$ cat src/rtl/sdp_bram_stim_gen.sv
// sdp_bram_stim_gen: four-phase write/read traffic generator
// (fill, readback, byte-enable, mixed collide) for an SDP BRAM.
module sdp_bram_stim_gen #(
    parameter int          DATA_WIDTH_A = 16,
    parameter int          ADDR_WIDTH_A = 4,
    parameter int          ADDR_WIDTH_B = 4,
    parameter int          BYTEEN_WIDTH = 2,
    parameter logic [15:0] LFSR_SEED    = 16'hACE1,
    parameter int          MIX_CYCLES   = 64
) (
    input  logic                    clk,
    input  logic                    bram_rst,
    input  logic                    start,
    input  logic                    hold,
    output logic                    wclke,
    output logic                    we,
    output logic                    waddren,
    output logic [ADDR_WIDTH_A-1:0] waddr,
    output logic [BYTEEN_WIDTH-1:0] byteen,
    output logic [DATA_WIDTH_A-1:0] wdata_a,
    output logic                    re,
    output logic                    raddren,
    output logic [ADDR_WIDTH_B-1:0] raddr,
    output logic                    busy,
    output logic                    done,
    output logic [2:0]              phase
);
    localparam int DEPTH_A = 2 ** ADDR_WIDTH_A;
    localparam int DEPTH_B = 2 ** ADDR_WIDTH_B;
    localparam int LEN_AB  = (DEPTH_A > DEPTH_B) ? DEPTH_A : DEPTH_B;
    localparam int MAXLEN  = (LEN_AB > MIX_CYCLES) ? LEN_AB : MIX_CYCLES;
    localparam int CW      = $clog2(MAXLEN) + 1;
    localparam int REP     = (DATA_WIDTH_A + 15) / 16;
    localparam int AWM     = (ADDR_WIDTH_A > ADDR_WIDTH_B) ? ADDR_WIDTH_A : ADDR_WIDTH_B;
    localparam logic [15:0] SEED = (LFSR_SEED == 16'h0) ? 16'h0001 : LFSR_SEED;

    typedef enum logic [2:0] {
        S_IDLE = 3'd0,
        S_FILL = 3'd1,
        S_READ = 3'd2,
        S_BYTE = 3'd3,
        S_MIX  = 3'd4,
        S_DONE = 3'd5
    } state_t;

    state_t                  r_state;
    logic [CW-1:0]           r_cnt;
    logic [15:0]             r_lfsr;
    logic                    r_wen;
    logic                    r_ren;
    logic                    r_aen;
    logic                    r_busy;
    logic                    r_done;
    logic [ADDR_WIDTH_A-1:0] r_waddr;
    logic [ADDR_WIDTH_B-1:0] r_raddr;
    logic [BYTEEN_WIDTH-1:0] r_byteen;
    logic [DATA_WIDTH_A-1:0] r_wdata;

    state_t                  w_nstate;
    state_t                  w_succ;
    logic [CW-1:0]           w_ncnt;
    logic [CW-1:0]           w_len_m1;
    logic                    w_adv;
    logic                    w_wr;
    logic                    w_rd;
    logic [15:0]             w_lfsr_nx;
    logic [16*REP-1:0]       w_rep;
    int                      w_bsel;
    logic [BYTEEN_WIDTH-1:0] w_onehot;
    logic [ADDR_WIDTH_B-1:0] w_rdec;
    logic [AWM-1:0]          w_raw;
    logic [ADDR_WIDTH_A-1:0] w_waddr;
    logic [ADDR_WIDTH_B-1:0] w_raddr;
    logic [BYTEEN_WIDTH-1:0] w_be;
    logic [DATA_WIDTH_A-1:0] w_wdata;

    // w_nstate/w_ncnt describe the beat presented after the next edge
    always_comb begin
        w_len_m1 = '0;
        w_succ   = S_IDLE;
        unique case (r_state)
            S_FILL: begin w_len_m1 = CW'(DEPTH_A - 1); w_succ = S_READ; end
            S_READ: begin w_len_m1 = CW'(DEPTH_B - 1); w_succ = S_BYTE; end
            S_BYTE: begin w_len_m1 = CW'(DEPTH_A - 1); w_succ = S_MIX;  end
            S_MIX:  begin w_len_m1 = CW'(MIX_CYCLES - 1); w_succ = S_DONE; end
            default: ;
        endcase

        w_nstate = r_state;
        w_ncnt   = r_cnt;
        w_adv    = 1'b0;
        unique case (r_state)
            S_IDLE: if (start) begin
                w_nstate = S_FILL;
                w_ncnt   = '0;
                w_adv    = 1'b1;
            end
            S_DONE: w_nstate = S_IDLE;
            default: if (!hold) begin
                if (r_cnt == w_len_m1) begin
                    w_nstate = w_succ;
                    w_ncnt   = '0;
                    w_adv    = (w_succ != S_DONE);
                end else begin
                    w_ncnt = r_cnt + 1'b1;
                    w_adv  = 1'b1;
                end
            end
        endcase
    end

    always_comb begin
        w_lfsr_nx = r_lfsr[0] ? ({1'b0, r_lfsr[15:1]} ^ 16'hB400)
                              : {1'b0, r_lfsr[15:1]};
        w_rep     = {REP{r_lfsr}};
        w_bsel    = int'(w_ncnt) % BYTEEN_WIDTH;
        for (int i = 0; i < BYTEEN_WIDTH; i++) w_onehot[i] = (w_bsel == i);
        w_rdec    = w_ncnt[ADDR_WIDTH_B-1:0] - ADDR_WIDTH_B'(1);
        w_wr = w_adv && (w_nstate inside {S_FILL, S_BYTE, S_MIX});
        w_rd = w_adv && (w_nstate inside {S_READ, S_BYTE, S_MIX});
        w_waddr = r_waddr;
        w_raddr = r_raddr;
        w_be    = r_byteen;
        w_wdata = r_wdata;
        w_raw   = '0;
        unique case (w_nstate)
            S_FILL: begin
                w_waddr = w_ncnt[ADDR_WIDTH_A-1:0];
                w_be    = '1;
                w_wdata = w_rep[DATA_WIDTH_A-1:0];
            end
            S_READ: w_raddr = w_ncnt[ADDR_WIDTH_B-1:0];
            S_BYTE: begin
                w_waddr = w_ncnt[ADDR_WIDTH_A-1:0];
                w_be    = w_onehot;
                w_wdata = ~w_rep[DATA_WIDTH_A-1:0];
                w_raddr = w_rdec;
            end
            S_MIX: begin
                // even beats collide on the same address, odd ones hit the neighbour
                w_waddr = r_lfsr[ADDR_WIDTH_A-1:0];
                w_raw[ADDR_WIDTH_A-1:0] = w_waddr ^ ADDR_WIDTH_A'(w_ncnt[0]);
                w_raddr = w_raw[ADDR_WIDTH_B-1:0];
                w_be    = w_ncnt[0] ? r_lfsr[15-:BYTEEN_WIDTH] : '1;
                w_wdata = w_rep[DATA_WIDTH_A-1:0];
            end
            default: ;
        endcase
    end

    always_ff @(posedge clk) begin
        if (bram_rst) begin
            r_state  <= S_IDLE;
            r_cnt    <= '0;
            r_lfsr   <= SEED;
            r_wen    <= 1'b0;
            r_ren    <= 1'b0;
            r_aen    <= 1'b0;
            r_busy   <= 1'b0;
            r_done   <= 1'b0;
            r_waddr  <= '0;
            r_raddr  <= '0;
            r_byteen <= '0;
            r_wdata  <= '0;
        end else begin
            r_state <= w_nstate;
            r_cnt   <= w_ncnt;
            r_aen   <= 1'b1;
            r_busy  <= (w_nstate != S_IDLE);
            r_done  <= (w_nstate == S_DONE);
            r_wen   <= w_wr;
            r_ren   <= w_rd;
            if (w_adv) begin
                r_waddr  <= w_waddr;
                r_raddr  <= w_raddr;
                r_byteen <= w_be;
                r_wdata  <= w_wdata;
            end
            if (w_wr) r_lfsr <= w_lfsr_nx;
        end
    end

    assign wclke   = r_wen;
    assign we      = r_wen;
    assign re      = r_ren;
    assign waddren = r_aen;
    assign raddren = r_aen;
    assign waddr   = r_waddr;
    assign raddr   = r_raddr;
    assign byteen  = r_byteen;
    assign wdata_a = r_wdata;
    assign busy    = r_busy;
    assign done    = r_done;
    assign phase   = r_state;
endmodule

$ cat config.mk
export PLATFORM = sky130hd
export DESIGN_NAME = sdp_bram_stim_gen
export DESIGN_NICKNAME = d
export VERILOG_FILES = /design/src/rtl/sdp_bram_stim_gen.sv
export SDC_FILE = /design/constraint.sdc
export NUM_CORES = 1
export LEC_CHECK = 0
export CAP_MARGIN = 25
export CORE_ASPECT_RATIO = 1.1
export CORE_UTILIZATION = 34
export DETAILED_ROUTE_END_ITERATION = 8
export SYNTH_ARGS = -nofsm -noshare
export SYNTH_HDL_FRONTEND = slang
export SYNTH_SLANG_ARGS = --single-unit
$ cat constraint.sdc
create_clock -name clk -period 4.3 [get_ports clk]
set_input_delay 0.86 -clock clk [delete_from_list [all_inputs] [get_ports clk]]
set_output_delay 0.86 -clock clk [all_outputs]
set_load 0.01 [all_outputs]
Word level (Yosys, flattened, before mapping):

Index checks and enable logic that the tools add are counted.

* register bits: 57
* input bits: 4
* output and inout port bits: 36
* word-level logic and storage cells: 71

* $add $sub $neg: 2
* eq/ne operators: 14
* mux-type cells: 21
* bitwise gates (word level): 4
* reductions and logical operators: 17

Operators with widths (number)
* $logic_not A32 Y1: 1
* $pmux W16 S2: 1
* $mux W7: 3
* $mux W16: 1
* $not A16 Y16: 1
* $pmux W7 S2: 1
* $eq A3 B2 Y1 const B: 4
* $eq A3 B3 Y1 const B: 4
* $pmux W3 S4: 1
* $pmux W4 S3: 1
* $pmux W6 S2: 1
* $mux W3: 3
* $reduce_bool A3 Y1: 3
* $pmux W4 S2: 1
* $reduce_and A2 Y1: 4
* $add A7 B1 Y7 const B: 1
* $eq A7 B7 Y1: 1
* $eq A3 B1 Y1 const B: 2
* $pmux W2 S3: 1
* $pmux W3 S2: 1
* $mux W1: 4
* $not A3 Y4: 1
* $reduce_bool A2 Y1: 2
* $reduce_or A2 Y1: 2
* 12 further kinds: 13

Logic depth before layout (Yosys ltp):

* depth after elaboration: 11
* depth in mapped cells: 10
* gate-level depth less buffers: 9

Least setup slack after synthesis:

No wires, ideal clock.

* path kind: input port to flip-flop
* start: input hold
* end: register r_raddr[2], in the netlist raddr[2]
* setup time: 0.086 ns
* data arrival time: 2.743 ns
* required time: 4.214 ns
* slack: 1.472 ns
* stages: 9
* cells stage by stage: clkbuf_1 -> o21bai_1 -> o211a_1 -> o211ai_1 -> ha_1 -> maj3_2 -> a211oi_1 -> a31oi_1 -> a211oi_1

* word-level cells in the longest chain between the ends: 5
* elaborated cells on any way between the ends: 13
* classes of those cells: add/sub: 1; eq/ne: 3; mux: 7; reduce/logical: 2

Ends and longest elaborated chain
* start, declared: RTL line 14 `input logic hold,`
* parallel branches: the longest is 5 deep, another holds $sub A4 B1 Y4
* end signal, assigned: RTL line 175 `r_raddr <= w_raddr;`
* end, declared: RTL line 55 `logic [ADDR_WIDTH_B-1:0] r_raddr;`

Several ways; the timed one is not identified. The select of a mux whose other input is x is not followed.
A chain may end at the register's enable or synchronous reset.

Worst setup path in the final report:

Same ends and word-level chain as after synthesis.

==> results.sh <==
export IMPL_drtIter0Drc=152
export IMPL_dpl_hpwl_mm=4.61
export IMPL_use_met1_pct=23.4
export IMPL_grt_first_pass_wirelength_mm=11.8
export IMPL_worst_ep_arrival_time_ps=3480
export IMPL_cp_data_required_time_ps=4550
export IMPL_dieArea_mm2=0.00882
export IMPL_synth_fp_nets=355
export IMPL_cts_tree="done"
export IMPL_worstMarginPinSlew_ps=874
export IMPL_cts_path_max_buffers=2
export IMPL_reg2reg_from="phase[0]$_SDFF_PP0_"
export IMPL_ys_async_sr_fraction_pct=0
export IMPL_ys_ff_latch=57
export IMPL_netlist_cell_type_count=59
export IMPL_place_congestion=0.811
export IMPL_crit_buf_inv=2
export IMPL_fp_dieW_um=89.7
export IMPL_port_buffer_count=39
export IMPL_ir_drop_mv=0.194
export IMPL_yosysMostFrequentCell="dfxtp_1"
export IMPL_cp_end_kind="flip-flop"
export IMPL_grt_use_met3_pct=4.10
export IMPL_routed_via_density=5.16
export IMPL_path_delay_family="compound AO/OA/AOI/OAI gates"
export IMPL_cp_start_kind="input pin"
export IMPL_cts_resized=0
export IMPL_die_h_um=98.4
export IMPL_cts_buffers=9
export IMPL_cts_sinks=57
export IMPL_synth_cells=349
export IMPL_path_common_cell="a211oi_1"
export IMPL_holdWs_ps=454
export IMPL_core_area_mm2=0.00804
export IMPL_yosysSeqAreaShare_pct=39.7
export IMPL_fin_skew_ps=9.12
export IMPL_synth_flop_cell="dfxtp_1"
export IMPL_grt_max_degree=55
export IMPL_num_vias=2546
export IMPL_min_path_type="reg -> reg"
export IMPL_rows=34
export IMPL_path_cells="clkdlybuf4s50_1 -> buf_4 -> o21bai_1 -> o211a_1 -> o211ai_1 -> ha_1 -> maj3_2 -> a211oi_1 -> a31oi_1 -> a211oi_1"
export IMPL_critPathMaxFanout=13
export IMPL_crit_path_top_delay_cell="clkdlybuf4s50_1"
export IMPL_max_slew_margin_pct=41.8
export IMPL_clk_pin_slew_ps=70
export IMPL_htreeDepth=3
export IMPL_fin_crit_ps=3230
export IMPL_cts_hold_buf=0
export IMPL_area_growth_pct=20.8
export IMPL_layout_nets=387
export IMPL_setup_tns_ps=0
export IMPL_p_leak_uw=0.00128
export IMPL_finalMaxSlewViolations=0
export IMPL_clock_latency_ps=340
export IMPL_synth_area_leader_cell="dfxtp_1"
export IMPL_utilization_pct=43.2
export IMPL_hold_violations=0
export IMPL_worstHoldStart="waddr[1]$_SDFFE_PP0P_"
export IMPL_synth_edf_count=0
export IMPL_cpPeakStageDelay_ps=490
export IMPL_clockRootBuffer="clkbuf_8"
export IMPL_fin_crit_sh_pct=75.2
export IMPL_timing_fmax_ghz=0.309
export IMPL_grt_pass1_vias=2355
export IMPL_detail_route_antenna_nets=0
export IMPL_wl_mm=7.03
export IMPL_status="completed"
export IMPL_syn_area_per_cell_um2=8.23
export IMPL_placed_area_mm2=0.00329
export IMPL_drive_above_1_share_pct=8.31
export IMPL_synth_top_area_share_pct=39.7
export IMPL_power_density_mw_per_mm2=359
export IMPL_crit_type="in -> reg"
export IMPL_syn_area_mm2=0.00287
export IMPL_drc_errors=0
export IMPL_setup_viol=0
export IMPL_drtPass1Iterations=4
export IMPL_fin_area_mm2=0.00347
export IMPL_yosysWarnings=0
export IMPL_busiest_layer="met2"
export IMPL_io_pins=40
export IMPL_cp_startpoint="hold"
export IMPL_start_util_pct=35.7
export IMPL_antenna_found_initial=0
export IMPL_grt_usage_pct=17.4
export IMPL_met2_usage_pct=26.6
export IMPL_synthTopCellsByArea="dfxtp_1 40%, a21oi_1 6.8%, nand2_1 5.5%"
export IMPL_synthTopCellsByCount="57 x dfxtp_1, 42 x nand2_1, 41 x nor2_1"
export IMPL_antenna_cells=0
export IMPL_rsz0062_at_grt="false"
export IMPL_grt_overflow=0
export IMPL_avgRoutedWirePerCell_um=14.3
export IMPL_post_cts_setup_buffers=0
export IMPL_cap_violations=0
-- state kept, by name, indices dropped and copies added (netlist names) --
signal	count
raddr	4
wclke	1
wdata_a	16
busy	1
byteen	2
phase	3
waddr	4
raddren	1
done	1
re	1
r_cnt	7
r_lfsr	16
-- power breakdown --
group | internal (µW) | total (µW) | leakage, µW | switching, µW
combinational | 103 | 218 | 0.000738 | 115
clock | 204 | 428 | 0.0000781 | 223
sequential | 568 | 601 | 0.000469 | 33.3
-- per-layer routing --
metal / up-vias / wire length (µm) / share of wire (%)
met4: 0 / 46 / 0.65
li1: 1294 / - / -
met3: 5 / 280 / 4.0
met5: - / 0 / 0
met2: 44 / 3330 / 47
met1: 1203 / 3370 / 48
-- final timing paths --
kind	endpoint	slack, ps	cells past startpoint
setup / recovery	raddr[2]$_SDFFE_PP0P_	1070	10
hold / removal	waddr[1]$_SDFFE_PP0P_	450	2
hold reg to reg	waddr[1]$_SDFFE_PP0P_	450	2
setup reg to reg	raddr[2]$_SDFFE_PP0P_	1160	9
-- worst reg2reg max path: stages, from the launching register on --
cell and delay (ps):
dfxtp_1 720, o21ai_0 250, and4b_4 250, o21ai_0 380
a32oi_1 300, ha_1 300, maj3_2 310, a211oi_1 250
a31oi_1 70, a211oi_1 240
-- metrics by stage --
stage | setup slack (ps) | std cells | total power (µW)
after floorplan | 1470 | 349 | 753
after global placement | 787 | 477 | 826
after detailed placement | 728 | 477 | 827
after CTS | 1070 | 492 | 1260
after global routing | 812 | 493 | 1320
final | 1070 | 493 | 1250
-- cells by family (layout without fill, tap and decap cells) --
| logic type | Yosys count | count (layout) | share of synthesized area, % |
|---|---|---|---|
| adder cells (fa/ha/maj) | 3 | 3 | 1.26 |
| AND/OR/NAND/NOR | 123 | 123 | 19.8 |
| multiplexers | 5 | 5 | 2.05 |
| flip-flops | 57 | 57 | 39.7 |
| AO/OA/AOI/OAI | 109 | 109 | 24.2 |
| XOR/XNOR | 22 | 22 | 7.23 |
| buffers and inverters | 30 | 66 | 5.75 |
-- layout make-up --
type,count,area [µm²]
clock buffers,10,128
fillers,806,4570
flip-flops and latches,57,1140
clock inverters,5,33.8
repair buffers,45,443
well taps,108,135
multi-input cells,262,1570
inverters,6,22.5
-- layout by cell type (no fill, tap or decap), types with 4 or more instances in the layout --
cell type	Yosys	routed
a211oi_1	9	9
nand2_1	42	42
xor2_1	17	17
or3_1	5	5
inv_1	6	6
dfxtp_1	57	57
o211ai_1	5	5
clkbuf_8	0	9
nor3_1	4	4
and2_1	4	4
o21ai_0	28	28
nor2_1	41	41
a21oi_1	39	39
buf_4	2	5
nand3_1	10	10
clkdlybuf4s50_1	0	39
Note: power is estimated with default switching activity, not from simulation.
